[config.mk]
export PLATFORM = sky130hd
export DESIGN_NAME = bram_stream_loader_flat
export DESIGN_NICKNAME = d
export VERILOG_FILES = /design/src/rtl/bram_stream_loader_if.sv /design/src/rtl/bram_stream_loader.sv /design/src/flat_wrapper.sv
export SDC_FILE = /design/constraint.sdc
export NUM_CORES = 1
export LEC_CHECK = 0
export ABC_AREA = 1
export BUFFER_PORTS_ARGS = -buffer_cell sky130_fd_sc_hd__buf_2
export CORE_MARGIN = 2
export CORE_UTILIZATION = 45
export DETAILED_ROUTE_END_ITERATION = 16
export PLACE_DENSITY = 0.75
export SYNTH_ARGS = -nofsm -noshare
export SYNTH_HDL_FRONTEND = slang
export SYNTH_SLANG_ARGS = --single-unit
[constraint.sdc]
create_clock -name clk -period 3.1 [get_ports clk]
set_input_delay 0.465 -clock clk [delete_from_list [all_inputs] [get_ports clk]]
set_output_delay 0.465 -clock clk [all_outputs]
set_load 0.1 [all_outputs]
[src/rtl/bram_stream_loader_if.sv]
// Command, byte-stream, RAM write-port and status signals of the stream loader.
// The loader sits on the slave side; the host or bench drives the master side.
interface bram_stream_loader_if #(
   parameter int ADDR_W = 8,
   parameter int DATA_W = 8,
   parameter int LEN_W  = ADDR_W + 1
);
   logic              start;
   logic [ADDR_W-1:0] base_addr;
   logic [LEN_W-1:0]  length;
   logic              abort;
   logic [DATA_W-1:0] s_data;
   logic              s_valid;
   logic              s_ready;
   logic              mem_we;
   logic [ADDR_W-1:0] mem_addr;
   logic [DATA_W-1:0] mem_din;
   logic              busy;
   logic              done;
   logic              aborted;
   logic [LEN_W-1:0]  byte_count;
   logic [DATA_W-1:0] checksum;

   modport master (
      output start, base_addr, length, abort, s_data, s_valid,
      input  s_ready, mem_we, mem_addr, mem_din, busy, done, aborted, byte_count, checksum
   );

   modport slave (
      input  start, base_addr, length, abort, s_data, s_valid,
      output s_ready, mem_we, mem_addr, mem_din, busy, done, aborted, byte_count, checksum
   );
endinterface

[src/rtl/bram_stream_loader.sv]
// Fills a RAM write port from a valid/ready byte stream: base address + length
// command, one registered write per accepted byte, byte count and additive checksum.
module bram_stream_loader #(
   parameter int ADDR_W = 8,
   parameter int DATA_W = 8,
   parameter int LEN_W  = ADDR_W + 1
) (
   input logic                  clk,
   input logic                  rst_n,
   bram_stream_loader_if.slave  bus
);
   localparam logic [1:0] ST_IDLE   = 2'd0;
   localparam logic [1:0] ST_LOAD   = 2'd1;
   localparam logic [1:0] ST_FINISH = 2'd2;

   logic [1:0]        state_r;
   logic [ADDR_W-1:0] ptr_r;
   logic [LEN_W-1:0]  len_r;
   logic [LEN_W-1:0]  count_r;
   logic [DATA_W-1:0] sum_r;
   logic              aborted_r;
   logic              we_r;
   logic [ADDR_W-1:0] addr_r;
   logic [DATA_W-1:0] din_r;

   logic              ready_s;
   logic              xfer_s;
   logic [LEN_W-1:0]  count_next_s;

   // Handshake: abort wins over a byte offered in the same cycle.
   always_comb begin
      ready_s      = (state_r == ST_LOAD) && !bus.abort;
      xfer_s       = ready_s && bus.s_valid;
      count_next_s = count_r + {{(LEN_W-1){1'b0}}, 1'b1};
   end

   // Sequencer, write-port registers and running statistics.
   always_ff @(posedge clk) begin
      if (!rst_n) begin
         state_r   <= ST_IDLE;
         ptr_r     <= {ADDR_W{1'b0}};
         len_r     <= {LEN_W{1'b0}};
         count_r   <= {LEN_W{1'b0}};
         sum_r     <= {DATA_W{1'b0}};
         aborted_r <= 1'b0;
         we_r      <= 1'b0;
         addr_r    <= {ADDR_W{1'b0}};
         din_r     <= {DATA_W{1'b0}};
      end else begin
         we_r <= xfer_s;
         case (state_r)
            ST_IDLE: begin
               if (bus.start) begin
                  ptr_r     <= bus.base_addr;
                  len_r     <= bus.length;
                  count_r   <= {LEN_W{1'b0}};
                  sum_r     <= {DATA_W{1'b0}};
                  aborted_r <= 1'b0;
                  state_r   <= (bus.length == {LEN_W{1'b0}}) ? ST_FINISH : ST_LOAD;
               end else begin
                  state_r <= ST_IDLE;
               end
            end
            ST_LOAD: begin
               if (bus.abort) begin
                  aborted_r <= 1'b1;
                  state_r   <= ST_IDLE;
               end else if (xfer_s) begin
                  addr_r  <= ptr_r;
                  din_r   <= bus.s_data;
                  ptr_r   <= ptr_r + {{(ADDR_W-1){1'b0}}, 1'b1};
                  count_r <= count_next_s;
                  sum_r   <= sum_r + bus.s_data;
                  state_r <= (count_next_s == len_r) ? ST_FINISH : ST_LOAD;
               end else begin
                  state_r <= ST_LOAD;
               end
            end
            ST_FINISH: state_r <= ST_IDLE;
            default:   state_r <= ST_IDLE;
         endcase
      end
   end

   // Status is decoded from the state register, so it is glitch-free.
   assign bus.s_ready    = ready_s;
   assign bus.busy       = (state_r == ST_LOAD);
   assign bus.done       = (state_r == ST_FINISH);
   assign bus.aborted    = aborted_r;
   assign bus.mem_we     = we_r;
   assign bus.mem_addr   = addr_r;
   assign bus.mem_din    = din_r;
   assign bus.byte_count = count_r;
   assign bus.checksum   = sum_r;
endmodule
[src/flat_wrapper.sv]
// flat-port wrapper written by rule: the top's interface ports become plain ports
module bram_stream_loader_flat 
#(
   parameter int ADDR_W = 8,
   parameter int DATA_W = 8,
   parameter int LEN_W  = ADDR_W + 1
)
  (clk, rst_n, bus_start, bus_base_addr, bus_length, bus_abort, bus_s_data, bus_s_valid, bus_s_ready, bus_mem_we, bus_mem_addr, bus_mem_din, bus_busy, bus_done, bus_aborted, bus_byte_count, bus_checksum);
  bram_stream_loader_if #(.ADDR_W(ADDR_W), .DATA_W(DATA_W), .LEN_W(LEN_W)) bus_i ();
  input logic clk;
  input logic rst_n;
  input wire logic [$bits(bus_i.start)-1:0] bus_start;
  input wire logic [$bits(bus_i.base_addr)-1:0] bus_base_addr;
  input wire logic [$bits(bus_i.length)-1:0] bus_length;
  input wire logic [$bits(bus_i.abort)-1:0] bus_abort;
  input wire logic [$bits(bus_i.s_data)-1:0] bus_s_data;
  input wire logic [$bits(bus_i.s_valid)-1:0] bus_s_valid;
  output wire logic [$bits(bus_i.s_ready)-1:0] bus_s_ready;
  output wire logic [$bits(bus_i.mem_we)-1:0] bus_mem_we;
  output wire logic [$bits(bus_i.mem_addr)-1:0] bus_mem_addr;
  output wire logic [$bits(bus_i.mem_din)-1:0] bus_mem_din;
  output wire logic [$bits(bus_i.busy)-1:0] bus_busy;
  output wire logic [$bits(bus_i.done)-1:0] bus_done;
  output wire logic [$bits(bus_i.aborted)-1:0] bus_aborted;
  output wire logic [$bits(bus_i.byte_count)-1:0] bus_byte_count;
  output wire logic [$bits(bus_i.checksum)-1:0] bus_checksum;
  assign bus_i.start = bus_start;
  assign bus_i.base_addr = bus_base_addr;
  assign bus_i.length = bus_length;
  assign bus_i.abort = bus_abort;
  assign bus_i.s_data = bus_s_data;
  assign bus_i.s_valid = bus_s_valid;
  assign bus_s_ready = bus_i.s_ready;
  assign bus_mem_we = bus_i.mem_we;
  assign bus_mem_addr = bus_i.mem_addr;
  assign bus_mem_din = bus_i.mem_din;
  assign bus_busy = bus_i.busy;
  assign bus_done = bus_i.done;
  assign bus_aborted = bus_i.aborted;
  assign bus_byte_count = bus_i.byte_count;
  assign bus_checksum = bus_i.checksum;
  bram_stream_loader #(.ADDR_W(ADDR_W), .DATA_W(DATA_W), .LEN_W(LEN_W)) u_core (.clk(clk), .rst_n(rst_n), .bus(bus_i));
endmodule
[Word level (Yosys, flattened, before mapping)]
Cells that the tools add are included.
Storage, ports and cells
  bits in registers: 54
  word-level logic and storage cells: 51
  input bits: 30
Operators by class
  $add $sub $neg: 3
  multiplexer cells: 21
  bitwise operators: 1
  eq/ne operators: 7
  reductions and logical operators: 10
Operators with widths (count)
  $mux W8: 6
  $pmux W8 S2: 2
  $mux W9: 3
  $pmux W9 S2: 1
  $mux W2: 5
  $add A9 B1 Y9 const B: 1
  $eq A9 B9 Y1: 1
  $logic_not A9 Y1: 1
  $add A8 B1 Y8 const B: 1
  $add A8 B8 Y8: 1
  $ne A2 B2 Y1 const B: 3
  $reduce_and A3 Y1: 2
  $pmux W2 S2: 1
  $reduce_and A4 Y1: 1
  $eq A2 B1 Y1 const B: 1
  $eq A2 B2 Y1 const B: 1
  $logic_and A1 B1 Y1: 2
  $logic_not A2 Y1: 1
  $mux W1: 2
  $ne A2 B1 Y1 const B: 1
  $pmux W1 S2: 1
  $reduce_and A2 Y1: 1
  $reduce_bool A2 Y1: 1
  $logic_not A1 Y1: 1
  $not A1 Y1: 1

[Logic depth before layout (Yosys ltp)]
  word-level depth: 6
  depth in mapped cells: 12
  depth with buffers taken out: 12

[Worst setup path after synthesis]
OpenSTA, ideal clock, no wires.
  path type: register to register
  start point: reg u_core.count_r[1] (netlist: u_core.bus.byte_count[1])
  end point: reg u_core.state_r[0]
  library setup time: 0.131 ns
  clock period less this slack: 2.291 ns
  arrival time: 2.161 ns
  cell stages (with the launch flop): 11
  slack: 0.809 ns
  required time: 2.969 ns
  buffers on the path: 0
  path through: dfxtp_1 -> ha_1 -> nand2_2 -> nor2_4 -> nand3_1 -> nand3_1 -> nand3_1 -> nor2_1 -> nand3_1 -> nand2_1 -> a21oi_2
On the way
  cells in the longest elaborated chain, start to end: 6
Ends and longest elaborated chain
  from (decl): line bram_stream_loader.sv:19  | logic [LEN_W-1:0] count_r;
  from (signal assigned): line bram_stream_loader.sv:43  | count_r <= {LEN_W{1'b0}};
  from (signal assigned): line bram_stream_loader.sv:56  | count_r <= {LEN_W{1'b0}};
  from (signal assigned): line bram_stream_loader.sv:72  | count_r <= count_next_s;
  $add A9 B1 Y9: line bram_stream_loader.sv:34  | count_next_s = count_r + {{(LEN_W-1){1'b0}}, 1'b1};
  $eq A9 B9 Y1: line bram_stream_loader.sv:74  | state_r <= (count_next_s == len_r) ? ST_FINISH : ST_LOAD;
  $mux W2: line bram_stream_loader.sv:74
  $mux W2: line bram_stream_loader.sv:68  | end else if (xfer_s) begin
  $mux W2: line bram_stream_loader.sv:65  | if (bus.abort) begin
  $pmux W2 S2: line bram_stream_loader.sv:51  | case (state_r)
  to (signal assigned): line bram_stream_loader.sv:59  | state_r <= (bus.length == {LEN_W{1'b0}}) ? ST_FINISH : ST_LOAD;
  to (signal assigned): line bram_stream_loader.sv:74
  to (decl): line bram_stream_loader.sv:16  | logic [1:0] state_r;
No other way between the ends.
A chain may end at the register's enable or synchronous reset.

[Worst setup path in the final report]
  start point: reg u_core.state_r[1]
  end point: out bus_busy
On the way
  cells in the longest elaborated chain, start to end: 1
Ends and longest elaborated chain
  $eq A2 B1 Y1: line bram_stream_loader.sv:87  | assign bus.busy = (state_r == ST_LOAD);
  to (decl): line flat_wrapper.sv:22  | output wire logic [$bits(bus_i.busy)-1:0] bus_busy;
No other way between the ends.

==> reports/qor_table.md <==
| Quantity | Value | Unit |
| --- | --- | --- |
| Largest net degree at the start of global routing | 34 | - |
| Main flop type after synthesis | sky130_fd_sc_hd__dfxtp_1 | - |
| Outcome | complete, no violations | - |
| Leftover overflow at the end of global routing | 0 | - |
| Final routed wirelength across all metal layers | 6.813 | mm |
| Die outline width | 82.96 | um |
| Proportion of layout cells with a drive suffix above 1 | 22.52 | % |
| Delay of the slowest critical-path stage | 0.51 | ns |
| Post-detailed-route wirelength per cell | 12.90 | um |
| Synthesized instance count | 394 | - |
| Detailed Place HPWL | 4.930 | mm |
| Crit path arrival time | 1.84 | ns |
| Highest fanout seen on the critical path | 16 | - |
| Post-Synthesis Cell Area | 2805 | um^2 |
| Global-route wire length before repair | 11.52 | mm |
| DRC errors left | 0 | - |
| Cell area power density | 473.9 | nW/um^2 |
| I/O Pins | 68 | - |
| Total negative slack for setup checks | 0 | ns |
| Area of the die | 6882 | um^2 |
| Cells traversed along the worst timing path | inv_1, nand2_2, inv_1, buf_2 | - |
| Vert. Die Dim | 82.96 | um |
| Number of setup violations in the final report | 0 | - |
| Insertion delay to the later sink of the worst-skew pair | 0.31 | ns |
| GRT Util Overall | 19.80 | % |
| Weighted congestion reported at the end of routability-driven placement | 0.9039 | - |
| Worst slew margin | 44.42 | % |
| Clock transition time at the flip-flop clock pins of the worst setup and hold paths | 0.10 | ns |
| Placement Rows | 28 | - |
| Top-count cell post-synth | sky130_fd_sc_hd__nand2_1 | - |
| Achievable frequency | 0.4341 | GHz |
| Total of flip-flops plus latches after synthesis | 54 | - |
| Buf/Inv on CP | 3 | - |
| Critical setup path kind | flop to primary output | - |
| Number of buffers inserted by post-CTS setup repair | 0 | - |
| Number of global-route vias before repair | 2556 | - |
| RSZ-0062 raised after global routing | false | - |
| Largest cells by area after synthesis | sky130_fd_sc_hd__dfxtp_1 (39%), sky130_fd_sc_hd__nand2_1 (8.7%), sky130_fd_sc_hd__a21oi_1 (7.9%) | - |
| Final #Nets | 493 | - |
| Library cells used by synthesis | 36 | - |
| CTS H-Tree Depth | 2 | - |
| Hold violation total from the final report | 0 | - |
| Total number of vias | 2769 | - |
| Post-route ant nets | 0 | - |
| Starting Density | 47.10 | % |
| CP delay by family, top | buffers and inverters | - |
| FFs w/ async S/R, synth | 0 | % |
| Avg Inst Size Synth | 7.120 | um^2 |
| Synth-to-Final Area Change | 16.86 | % |
| Final cell utilization of the core | 55.04 | % |
| Min Tclk post-route | 2.304 | ns |
| Number of buffers created by CTS | 5 | - |
| Clock Root Buffer | sky130_fd_sc_hd__clkbuf_8 | - |
| Commonest cells in the netlist | sky130_fd_sc_hd__nand2_1 (65), sky130_fd_sc_hd__dfxtp_1 (54), sky130_fd_sc_hd__nor2_1 (51) | - |
| Critical-path top delay cell | sky130_fd_sc_hd__buf_2 | - |
| Routed vias/inst | 5.244 | - |
| Post-CTS Resized | 0 | - |
| Top cell type by total area after synthesis | sky130_fd_sc_hd__dfxtp_1 | - |
| Largest buffer count on any clock path | 2 | - |
| Hold WC Path Type | primary input to flop | - |
| Kind of capture point of the worst setup path | primary output | - |
| Max-cap violations | 0 | - |
| Standby leakage power | 1.511 | nW |
| Number of design-rule violations left by the first detailed-router iteration | 146 | - |
| Final antenna diode count | 0 | - |
| Hold-fix buffers at CTS | 0 | - |
| Measured slew at the worst slew-check pin | 0.8328 | ns |
| Number of I/O port buffers | 67 | - |
| Worst VDD drop | 0.0002586 | V |
| Number of antenna violations at the first check in global routing | 0 | - |
| Clock Sinks | 54 | - |
| Core ar. | 5956 | um^2 |
| Synth top area share | 38.54 | % |
| Startpoint type of the worst setup path | flop | - |
| Number of warnings printed during yosys synthesis | 0 | - |
| Final Worst Setup Slack | 0.7961 | ns |
| Number of enable flip-flop cells after synthesis | 0 | - |
| Worst slack, placed | 1.083 | ns |
| CTS tree | yes | - |
| Post-route fraction of the period consumed by the critical path | 74.32 | % |
| Sequential element share of the synthesized area | 38.54 | % |
| Final Max Slew Viols | 0 | - |
| Cell with the most instances on the worst path | sky130_fd_sc_hd__inv_1 | - |
| Worst-case clock skew | 0.01194 | ns |
| Pre-antenna DRT Iters | 5 | - |
| Endpoint required time on the critical path | 2.63 | ns |
| Nets in the synthesized netlist | 434 | - |
metal layers:
metal	global-route usage, %	vias up	wire (um)
li1	-	1427	-
met1	25.76	1257	3126
met2	33.94	75	3255
met3	3.678	10	347
met4	4.769	0	84
met5	0	-	0
final cells by class:
type                       count  area [um^2]
tap                           75        93.84
fill                         599         2678
multi-input combinational    289         1516
clock buffer                   6        82.58
clock inverter                 1        30.03
timing repair buffer          68        342.8
inverter                      35        131.4
sequential                    54         1081
logic make-up after synthesis:
| logic type | after synthesis | share of synthesized area, % |
|---|---|---|
| flip-flops | 54 | 38.54 |
| buffers and inverters | 51 | 7.404 |
| AND/OR/NAND/NOR | 180 | 30.20 |
| XOR/XNOR | 4 | 1.249 |
| AO/OA/AOI/OAI | 95 | 17.89 |
| adder cells (fa/ha/maj) | 10 | 4.728 |
final timing paths:
kind | cells after the start | slack (ns) | from | endpoint
min reg2reg | 2 | 0.46 | u_core.bus.aborted | u_core.bus.aborted
max reg2reg | 10 | 1.10 | u_core.state_r[1] | u_core.state_r[0]
min | 3 | 0.39 | bus_base_addr[0] | u_core.ptr_r[0]
max | 4 | 0.80 | u_core.state_r[1] | bus_busy
sequential cells by signal (all words and copies together) (netlist names):
register / flops
u_core.bus.mem_we: 1
u_core.ptr_r: 8
u_core.bus.mem_addr: 8
u_core.state_r: 2
u_core.bus.checksum: 8
u_core.bus.mem_din: 8
u_core.bus.aborted: 1
u_core.len_r: 9
u_core.bus.byte_count: 9
cells in the final DEF, fill, tap and decap left out, drive strengths merged, types with 4 or more instances in the layout:
| master | instances |
|---|---|
| ha | 9 |
| o21ai | 42 |
| nand3 | 30 |
| nor2 | 58 |
| inv | 35 |
| buf | 68 |
| clkbuf | 6 |
| nand4 | 7 |
| a21oi | 45 |
| dfxtp | 54 |
| nor3 | 4 |
| nand2 | 75 |
tightest hold or removal path, cell delays in order:
cell and delay [ns]:
sky130_fd_sc_hd__buf_2 0.07, sky130_fd_sc_hd__a211oi_1 0.05, sky130_fd_sc_hd__nor2_1 0.07
power by group:
part           leakage [nW]  internal [mW]  switching [mW]  total, mW
registers             0.441          0.728          0.0267      0.755
clock network        0.0573          0.259           0.227      0.486
logic                  1.01         0.0764           0.236      0.313
through the flow:
stage | cells | cell area, um^2 | power (mW) | hold slack, ns
after floorplan | 394 | 2805 | 1.012 | 0.4447
after global placement | 521 | 3166 | 1.077 | 0.4593
after detailed placement | 521 | 3166 | 1.082 | 0.4585
after CTS | 528 | 3278 | 1.568 | 0.3837
after global routing | 528 | 3278 | 1.625 | 0.4015
final | 528 | 3278 | 1.554 | 0.3897
No activity file was read; power rests on OpenSTA's default activity.
